[src/rtl/loadable_watch_hms_pkg.sv]
// Shared constants for the hh:mm:ss loadable watch: field indices, button bit
// positions, BCD digit width, the mode enum and a small binary-to-BCD helper.
package loadable_watch_hms_pkg;

   localparam int BCD_W = 4;

   localparam logic [1:0] FLD_SEC  = 2'd0;
   localparam logic [1:0] FLD_MIN  = 2'd1;
   localparam logic [1:0] FLD_HOUR = 2'd2;

   localparam int BTN_MODE = 0;
   localparam int BTN_SEL  = 1;
   localparam int BTN_INC  = 2;
   localparam int BTN_DEC  = 3;

   typedef enum logic {
      MODE_RUN = 1'b0,
      MODE_SET = 1'b1
   } mode_t;

   // Two-digit BCD of a binary value 0..99 (used for field maxima)
   function automatic logic [2*BCD_W-1:0] to_bcd2(input int unsigned bin);
      to_bcd2 = {BCD_W'(bin / 10), BCD_W'(bin % 10)};
   endfunction

endpackage

[src/rtl/loadable_watch_hms_bcd_updown_counter.sv]
// Two-digit BCD counter with synchronous load, increment and decrement.
// The count wraps within 00..MOD-1; carry_out flags an increment that wraps.
module bcd_updown_counter
   import loadable_watch_hms_pkg::*;
#(
   parameter int MOD = 60
)
(
   input  logic               clk,
   input  logic               reset_p,
   input  logic               load,
   input  logic [2*BCD_W-1:0] load_val,
   input  logic               inc,
   input  logic               dec,
   output logic [2*BCD_W-1:0] value,
   output logic               carry_out
);

   localparam logic [2*BCD_W-1:0] MAX_VAL = to_bcd2(MOD - 1);

   logic [BCD_W-1:0] tens;
   logic [BCD_W-1:0] ones;
   logic             step_up;
   logic             step_dn;

   assign tens      = value[2*BCD_W-1:BCD_W];
   assign ones      = value[BCD_W-1:0];
   assign step_up   = inc & ~dec & ~load;
   assign step_dn   = dec & ~inc & ~load;
   assign carry_out = step_up & (value == MAX_VAL);

   // Load has priority; simultaneous inc and dec cancel out
   always_ff @(posedge clk) begin
      if (reset_p) begin
         value <= '0;
      end else if (load) begin
         value <= load_val;
      end else if (step_up) begin
         if (value == MAX_VAL)
            value <= '0;
         else if (ones == 4'd9)
            value <= {tens + 4'd1, 4'd0};
         else
            value <= {tens, ones + 4'd1};
      end else if (step_dn) begin
         if (value == '0)
            value <= MAX_VAL;
         else if (ones == 4'd0)
            value <= {tens - 4'd1, 4'd9};
         else
            value <= {tens, ones - 4'd1};
      end
   end

endmodule

[src/rtl/loadable_watch_hms.sv]
// Free-running hh:mm:ss BCD watch with its own prescaler and a set mode that
// edits a shadow copy field by field; leaving set mode loads the shadow.
module loadable_watch_hms
   import loadable_watch_hms_pkg::*;
#(
   parameter int TICK_DIV = 100_000_000,
   parameter int HOUR_MOD = 24
)
(
   input  logic        clk,
   input  logic        reset_p,
   input  logic [3:0]  btn_pedge,
   output logic [23:0] value,
   output logic        set_mode,
   output logic [1:0]  field_sel,
   output logic        blink,
   output logic        sec_tick
);

   localparam int PRE_W = $clog2(TICK_DIV);
   localparam int HALF  = TICK_DIV / 2;
   localparam int BLK_W = (HALF > 1) ? $clog2(HALF) : 1;

   mode_t            mode;
   logic [PRE_W-1:0] prescale;
   logic [BLK_W-1:0] blink_cnt;

   logic toggle;
   logic enter_set;
   logic exit_set;
   logic edit_ok;
   logic run_tick;
   logic sec_carry;
   logic min_carry;
   logic [3:0] unused_carries;

   logic [2*BCD_W-1:0] run_sec, run_min, run_hour;
   logic [2*BCD_W-1:0] sh_sec, sh_min, sh_hour;

   assign toggle    = btn_pedge[BTN_MODE];
   assign enter_set = toggle & (mode == MODE_RUN);
   assign exit_set  = toggle & (mode == MODE_SET);
   assign edit_ok   = (mode == MODE_SET) & ~toggle;
   assign run_tick  = sec_tick & ~exit_set;
   assign set_mode  = (mode == MODE_SET);
   assign value     = set_mode ? {sh_hour, sh_min, sh_sec} : {run_hour, run_min, run_sec};

   // Prescaler: sec_tick is high while the count sits at TICK_DIV-1; an exit restarts the second
   always_ff @(posedge clk) begin
      if (reset_p || exit_set) begin
         prescale <= '0;
         sec_tick <= 1'b0;
      end else begin
         if (prescale == PRE_W'(TICK_DIV - 1))
            prescale <= '0;
         else
            prescale <= prescale + PRE_W'(1);
         sec_tick <= (prescale == PRE_W'(TICK_DIV - 2));
      end
   end

   // Mode/field FSM with the blink phase counter that only runs while editing
   always_ff @(posedge clk) begin
      if (reset_p) begin
         mode      <= MODE_RUN;
         field_sel <= FLD_SEC;
         blink     <= 1'b0;
         blink_cnt <= '0;
      end else if (enter_set) begin
         mode      <= MODE_SET;
         field_sel <= FLD_SEC;
         blink     <= 1'b1;
         blink_cnt <= '0;
      end else if (exit_set) begin
         mode      <= MODE_RUN;
         blink     <= 1'b0;
         blink_cnt <= '0;
      end else if (mode == MODE_SET) begin
         if (btn_pedge[BTN_SEL])
            field_sel <= (field_sel == FLD_HOUR) ? FLD_SEC : field_sel + 2'd1;
         if (blink_cnt == BLK_W'(HALF - 1)) begin
            blink_cnt <= '0;
            blink     <= ~blink;
         end else begin
            blink_cnt <= blink_cnt + BLK_W'(1);
         end
      end
   end

   bcd_updown_counter #(.MOD(60)) u_run_sec (
      .clk(clk), .reset_p(reset_p), .load(exit_set), .load_val(sh_sec),
      .inc(run_tick), .dec(1'b0), .value(run_sec), .carry_out(sec_carry)
   );

   bcd_updown_counter #(.MOD(60)) u_run_min (
      .clk(clk), .reset_p(reset_p), .load(exit_set), .load_val(sh_min),
      .inc(sec_carry), .dec(1'b0), .value(run_min), .carry_out(min_carry)
   );

   bcd_updown_counter #(.MOD(HOUR_MOD)) u_run_hour (
      .clk(clk), .reset_p(reset_p), .load(exit_set), .load_val(sh_hour),
      .inc(min_carry), .dec(1'b0), .value(run_hour), .carry_out(unused_carries[3])
   );

   bcd_updown_counter #(.MOD(60)) u_sh_sec (
      .clk(clk), .reset_p(reset_p), .load(enter_set), .load_val(run_sec),
      .inc(edit_ok & btn_pedge[BTN_INC] & (field_sel == FLD_SEC)),
      .dec(edit_ok & btn_pedge[BTN_DEC] & (field_sel == FLD_SEC)),
      .value(sh_sec), .carry_out(unused_carries[0])
   );

   bcd_updown_counter #(.MOD(60)) u_sh_min (
      .clk(clk), .reset_p(reset_p), .load(enter_set), .load_val(run_min),
      .inc(edit_ok & btn_pedge[BTN_INC] & (field_sel == FLD_MIN)),
      .dec(edit_ok & btn_pedge[BTN_DEC] & (field_sel == FLD_MIN)),
      .value(sh_min), .carry_out(unused_carries[1])
   );

   bcd_updown_counter #(.MOD(HOUR_MOD)) u_sh_hour (
      .clk(clk), .reset_p(reset_p), .load(enter_set), .load_val(run_hour),
      .inc(edit_ok & btn_pedge[BTN_INC] & (field_sel == FLD_HOUR)),
      .dec(edit_ok & btn_pedge[BTN_DEC] & (field_sel == FLD_HOUR)),
      .value(sh_hour), .carry_out(unused_carries[2])
   );

endmodule

[config.mk]
export PLATFORM = sky130hd
export DESIGN_NAME = loadable_watch_hms
export DESIGN_NICKNAME = d
export VERILOG_FILES = /design/src/rtl/loadable_watch_hms_pkg.sv /design/src/rtl/loadable_watch_hms_bcd_updown_counter.sv /design/src/rtl/loadable_watch_hms.sv
export SDC_FILE = /design/constraint.sdc
export NUM_CORES = 1
export LEC_CHECK = 0
export CORE_ASPECT_RATIO = 1.4
export CORE_MARGIN = 2
export CORE_UTILIZATION = 35
export CTS_CLUSTER_SIZE = 8
export DETAILED_ROUTE_END_ITERATION = 7
export GPL_ROUTABILITY_DRIVEN = 0
export SLEW_MARGIN = 20
export SYNTH_ARGS = -nofsm -noshare
export SYNTH_HDL_FRONTEND = slang
export SYNTH_HIERARCHICAL = 1
export SYNTH_SLANG_ARGS = --single-unit
[constraint.sdc]
create_clock -name clk -period 9.03 [get_ports clk]
set_clock_uncertainty 0.05 [all_clocks]
set_input_delay 1.806 -clock clk [delete_from_list [all_inputs] [get_ports clk]]
set_output_delay 1.806 -clock clk [all_outputs]
set_load 0.02 [all_outputs]
=== Word-level counts from Yosys, hierarchy flattened ===
Cells that the tools add are included.
W data, S select, Z words.

* Add/subtract/negate cells: 21
* Equality and inequality tests: 20
* Muxes and demuxes: 42
* Bitwise operators: 40
* Reduce and logical (&&, ||, !) cells: 34

{| class="wikitable"
|+ Operators with widths
! cell !! count
|-
| $mux W8 || 33
|-
| $eq A27 B27 Y1 const B || 2
|-
| $add A4 B1 Y4 const B || 12
|-
| $eq A8 B7 Y1 const B || 4
|-
| $and A1 B1 Y1 || 29
|-
| $add A27 B1 Y27 const B || 1
|-
| $add A26 B1 Y26 const B || 1
|-
| $eq A26 B26 Y1 const B || 1
|-
| $mux W26 || 1
|-
| $eq A4 B4 Y1 const B || 6
|-
| $logic_not A8 Y1 || 3
|-
| $mux W24 || 1
|-
| $reduce_bool A3 Y1 || 8
|-
| $sub A4 B1 Y4 const B || 6
|-
| $eq A8 B6 Y1 const B || 2
|-
| $logic_not A4 Y1 || 3
|-
| $reduce_and A3 Y1 || 4
|-
| $reduce_bool A4 Y1 || 3
|-
| $not A1 Y1 || 11
|-
| $ne A4 B3 Y1 const B || 2
|-
| $reduce_and A2 Y1 || 4
|-
| $reduce_bool A2 Y1 || 4
|-
| $mux W1 || 6
|-
| $ne A4 B4 Y1 const B || 1
|-
| other kinds (8) || 9
|}

* Bits in registers: 106
* Input port bits: 6
* Output and inout port bits: 29
* Word-level logic and storage cells: 175

=== Depth between registers and ports, before layout ===
* Word-level depth: 10
* Mapped depth: 13
* Gate-level depth less buffers: 10

=== Hierarchy ===
Netlist, hierarchy kept.

{| class="wikitable"
|+ Modules (own cells, without submodules)
! module !! instances !! cells an instance !! area each (sq um)
|-
| bcd_updown_counter at u_run_min ... || 4 || 103 || 879.6
|-
| loadable_watch_hms || 1 || 409 || 3,417.0
|-
| bcd_updown_counter at u_run_hour ... || 2 || 105 || 839.6
|}

=== Least setup slack after synthesis ===
OpenSTA, ideal clock, no wires.

* Path type: input port to flip-flop
* Start: in btn_pedge[0]
* End: reg u_run_hour.value[5]
* Library setup time: 0.140 ns
* Data arrival time: 5.490 ns
* Required time: 8.840 ns
* Slack: 3.351 ns
* Stages on the path: 13
* Cells stage by stage: clkbuf_1 clkbuf_1 and2_1 nor2b_1 or3b_2 nor4_1 or3b_2 nor4_1 nor2b_1 clkbuf_1 a22oi_2 a222oi_1 a221oi_1

* Longest elaborated chain between the ends: 10
* Elaborated cells on any way between the ends: 12
* Those cells by class: mux (1); bitwise (8); reduce/logical (3)

{| class="wikitable"
|+ Ends and longest elaborated chain
! what !! line !! source
|-
| from (decl) || loadable_watch_hms.sv:12 || <nowiki>input logic [3:0] btn_pedge,</nowiki>
|-
| $and A1 B1 Y1 || loadable_watch_hms.sv:42 || <nowiki>assign exit_set = toggle & (mode == MODE_SET);</nowiki>
|-
| via exit_set || loadable_watch_hms.sv:30 || <nowiki>logic exit_set;</nowiki>
|-
| $not A1 Y1 (no source line) || n/a ||
|-
| $and A1 B1 Y1 || loadable_watch_hms.sv:44 || <nowiki>assign run_tick = sec_tick & ~exit_set;</nowiki>
|-
| via run_tick || loadable_watch_hms.sv:32 || <nowiki>logic run_tick;</nowiki>
|-
| $and A1 B1 Y1 || loadable_watch_hms_bcd_updown_counter.sv:28 || <nowiki>assign step_up = inc & ~dec & ~load;</nowiki>
|-
| $and A1 B1 Y1 || loadable_watch_hms_bcd_updown_counter.sv:30 || <nowiki>assign carry_out = step_up & (value == MAX_VAL);</nowiki>
|-
| via sec_carry || loadable_watch_hms.sv:33 || <nowiki>logic sec_carry;</nowiki>
|-
| $and A1 B1 Y1 || loadable_watch_hms_bcd_updown_counter.sv:28 ||
|-
| $and A1 B1 Y1 || loadable_watch_hms_bcd_updown_counter.sv:30 ||
|-
| via min_carry || loadable_watch_hms.sv:34 || <nowiki>logic min_carry;</nowiki>
|-
| $and A1 B1 Y1 || loadable_watch_hms_bcd_updown_counter.sv:28 ||
|-
| $reduce_bool A2 Y1 (no source line) || n/a ||
|-
| $reduce_and A2 Y1 (no source line) || n/a ||
|-
| to (signal assigned) || loadable_watch_hms_bcd_updown_counter.sv:37 || <nowiki>value <= load_val;</nowiki>
|-
| to (signal assigned) || loadable_watch_hms_bcd_updown_counter.sv:42 || <nowiki>value <= {tens + 4'd1, 4'd0};</nowiki>
|-
| to (signal assigned) || loadable_watch_hms_bcd_updown_counter.sv:44 || <nowiki>value <= {tens, ones + 4'd1};</nowiki>
|-
| to (decl) || loadable_watch_hms_bcd_updown_counter.sv:15 || <nowiki>output logic [2*BCD_W-1:0] value,</nowiki>
|}

The timed path passes the listed nets, and every way through them passes these cells.
A chain may end at the register's enable or synchronous reset.

=== Final worst setup path ===
Ends and elaborated chain as after synthesis.

==> run metrics <==
final setup vio count=0; Via Count=about 8000; CTS root buffer=clkbuf_16; Crit Reg-Reg Endpoint=u_run_hour/value[5]; die width=136 um; Critical Path Slowest Stage Cell=clkdlybuf4s50_1; RR Startpoint=set_mode; r2r worst-path depth=11; outcome=finished clean; Slew headroom=between 40% and 50%; die height=189 um; most common cell after layout, fill and taps aside=dfxtp_1; GRT Util Overall=17.9%; Hold/Removal Path Class=flop to flop; hold-critical path depth=1; htree depth=3; Setup TNS=0 ns; detailed placement HPWL=16400 um; DRT iter0 DRCs=486; final-report hold violation count=0; Worst Hold Slack=approximately 0.4 ns; VDD IR max=roughly 0.00011 V; hold wc startpoint=prescale[0]; Site Rows=67; DR DRC count=0; YS warnings=6; grt ovf=0; final worst-path setup slack=2.15 ns; layout cells sized above 1=around a tenth; total CTS buffers=9; Mean Syn Cell Area=8.38 sq um; antenna-violating nets left=0; Leakage Power=3.17 nW; critical path class=primary input to flop; clk slew on worst S/H paths=0.07 ns; core area=approximately 24000 sq um; PortBufs=34; critical path launch point type=primary input; crit path max fanout=48; CP endpoint kind=flop; clk buf depth=2; P&R area growth vs syn=9.17%; Initial Util=35.7%; CP peak stage delay=0.69 ns; die footprint=around 26000 sq um; CTS tree=done; n_diodes=0; WP data arrival=between 7 and 8 ns; Post-CTS Hold Buffers=0; Worst Hold End=prescale[0]; First-pass DRT Iterations=6; highest-count cells in the layout ignoring fill and taps=dfxtp_1, nor2_1, a21oi_1; final WL=23100 um; antenna violations before repair=0; synthesized area=8580 sq um; # Max-Cap Violations=0; Resized Gates After CTS=0; io pins=35; via/cell ratio=~5.9; Cells after Synth=1025; Tmin final=6.88 ns; clock sink count=around 110; final design utilization=39.0%; Post-CTS Setup Bufs=0; fmax=145 MHz; Slew Limit Fails=0; Tcrit/Tclk final=76.2%; worst endpoint required time=9.18 ns; mean routed wirelength per cell=17.1 um; Skew-Pair Late Insertion Delay=between 0.3 and 0.4 ns; pin count of the biggest net entering global routing=63; vias in the first global route=7870; unrepaired setup endpoints after global routing=no; first-pass GRT wire length=38200 um; worst slack at placement=between 1.5 and 2 ns; NumNets Final=1082; crit-path cells=clkdlybuf4s50_1 > and2_2 > buf_4 > nor2b_1 > or3b_2 > nor4_1 > or3b_2 > nor4_1 > nor2b_1 > a22oi_2 > a222oi_1 > a221oi_1; Tightest Pin Transition=0.849 ns; R2R setup slack=4.15 ns; pwr/cell area=roughly 160 nW/um^2
-- critical path: cells and delay by family --
family                 cells  cell delay, ns
AND/OR/NAND/NOR            7            3.51
buffers and inverters      2            0.97
AO/OA/AOI/OAI              3            0.72
-- area by class of cell --
cell class              instances  area (sq um)
well taps                     310           388
clock inverters                 6          62.6
multi-input cells             816          5970
clock buffers                  10           229
fillers                      2451         14700
repair buffers                 39           373
inverters                      60           225
flip-flops and latches        106          2120
-- per-stage QoR --
| stage | std cells | power, mW | cell area [sq um] |
|---|---|---|---|
| after floorplan | 1040 | 0.949 | 8640 |
| after global placement | 1331 | 1.06 | 9080 |
| after detailed placement | 1331 | 1.06 | 9080 |
| after CTS | 1347 | 1.48 | 9370 |
| after global routing | 1347 | 1.55 | 9370 |
| final | 1347 | 1.47 | 9370 |
-- flip-flops by register name, indices dropped and copies added (netlist names) --
register	flops
blink	1
blink_cnt	26
field_sel	2
prescale	27
sec_tick	1
set_mode	1
u_run_hour/value	8
u_run_min/value	8
u_run_sec/value	8
u_sh_hour/value	8
u_sh_min/value	8
u_sh_sec/value	8
-- metal layers --
metal  global-route usage (%)  wire (um)  vias to the layer above
li1                         -          -                     3916
met1                     20.6       9730                     3832
met2                     32.4      11900                      200
met3                     2.57        851                       42
met4                     8.05        590                        0
met5                        0          0                        -
-- worst max path at each step --
stage | start | to | slack, ns
2_1_floorplan | btn_pedge[0] | u_run_hour/value[5] | 3.35
3_3_place_gp | btn_pedge[0] | u_run_hour/value[5] | 1.93
3_5_place_dp | btn_pedge[0] | u_run_hour/value[5] | 1.76
4_1_cts | btn_pedge[0] | u_run_hour/value[5] | 2.11
5_1_grt | btn_pedge[0] | u_run_hour/value[5] | 1.75
6_report | btn_pedge[0] | u_run_hour/value[5] | 2.15
-- report_power, final --
group | total [mW] | internal [mW] | switching [mW]
combinational | 0.476 | 0.226 | 0.250
sequential | 0.584 | 0.498 | 0.0861
clock | 0.412 | 0.216 | 0.196
Power figures use the tool's default switching activity.
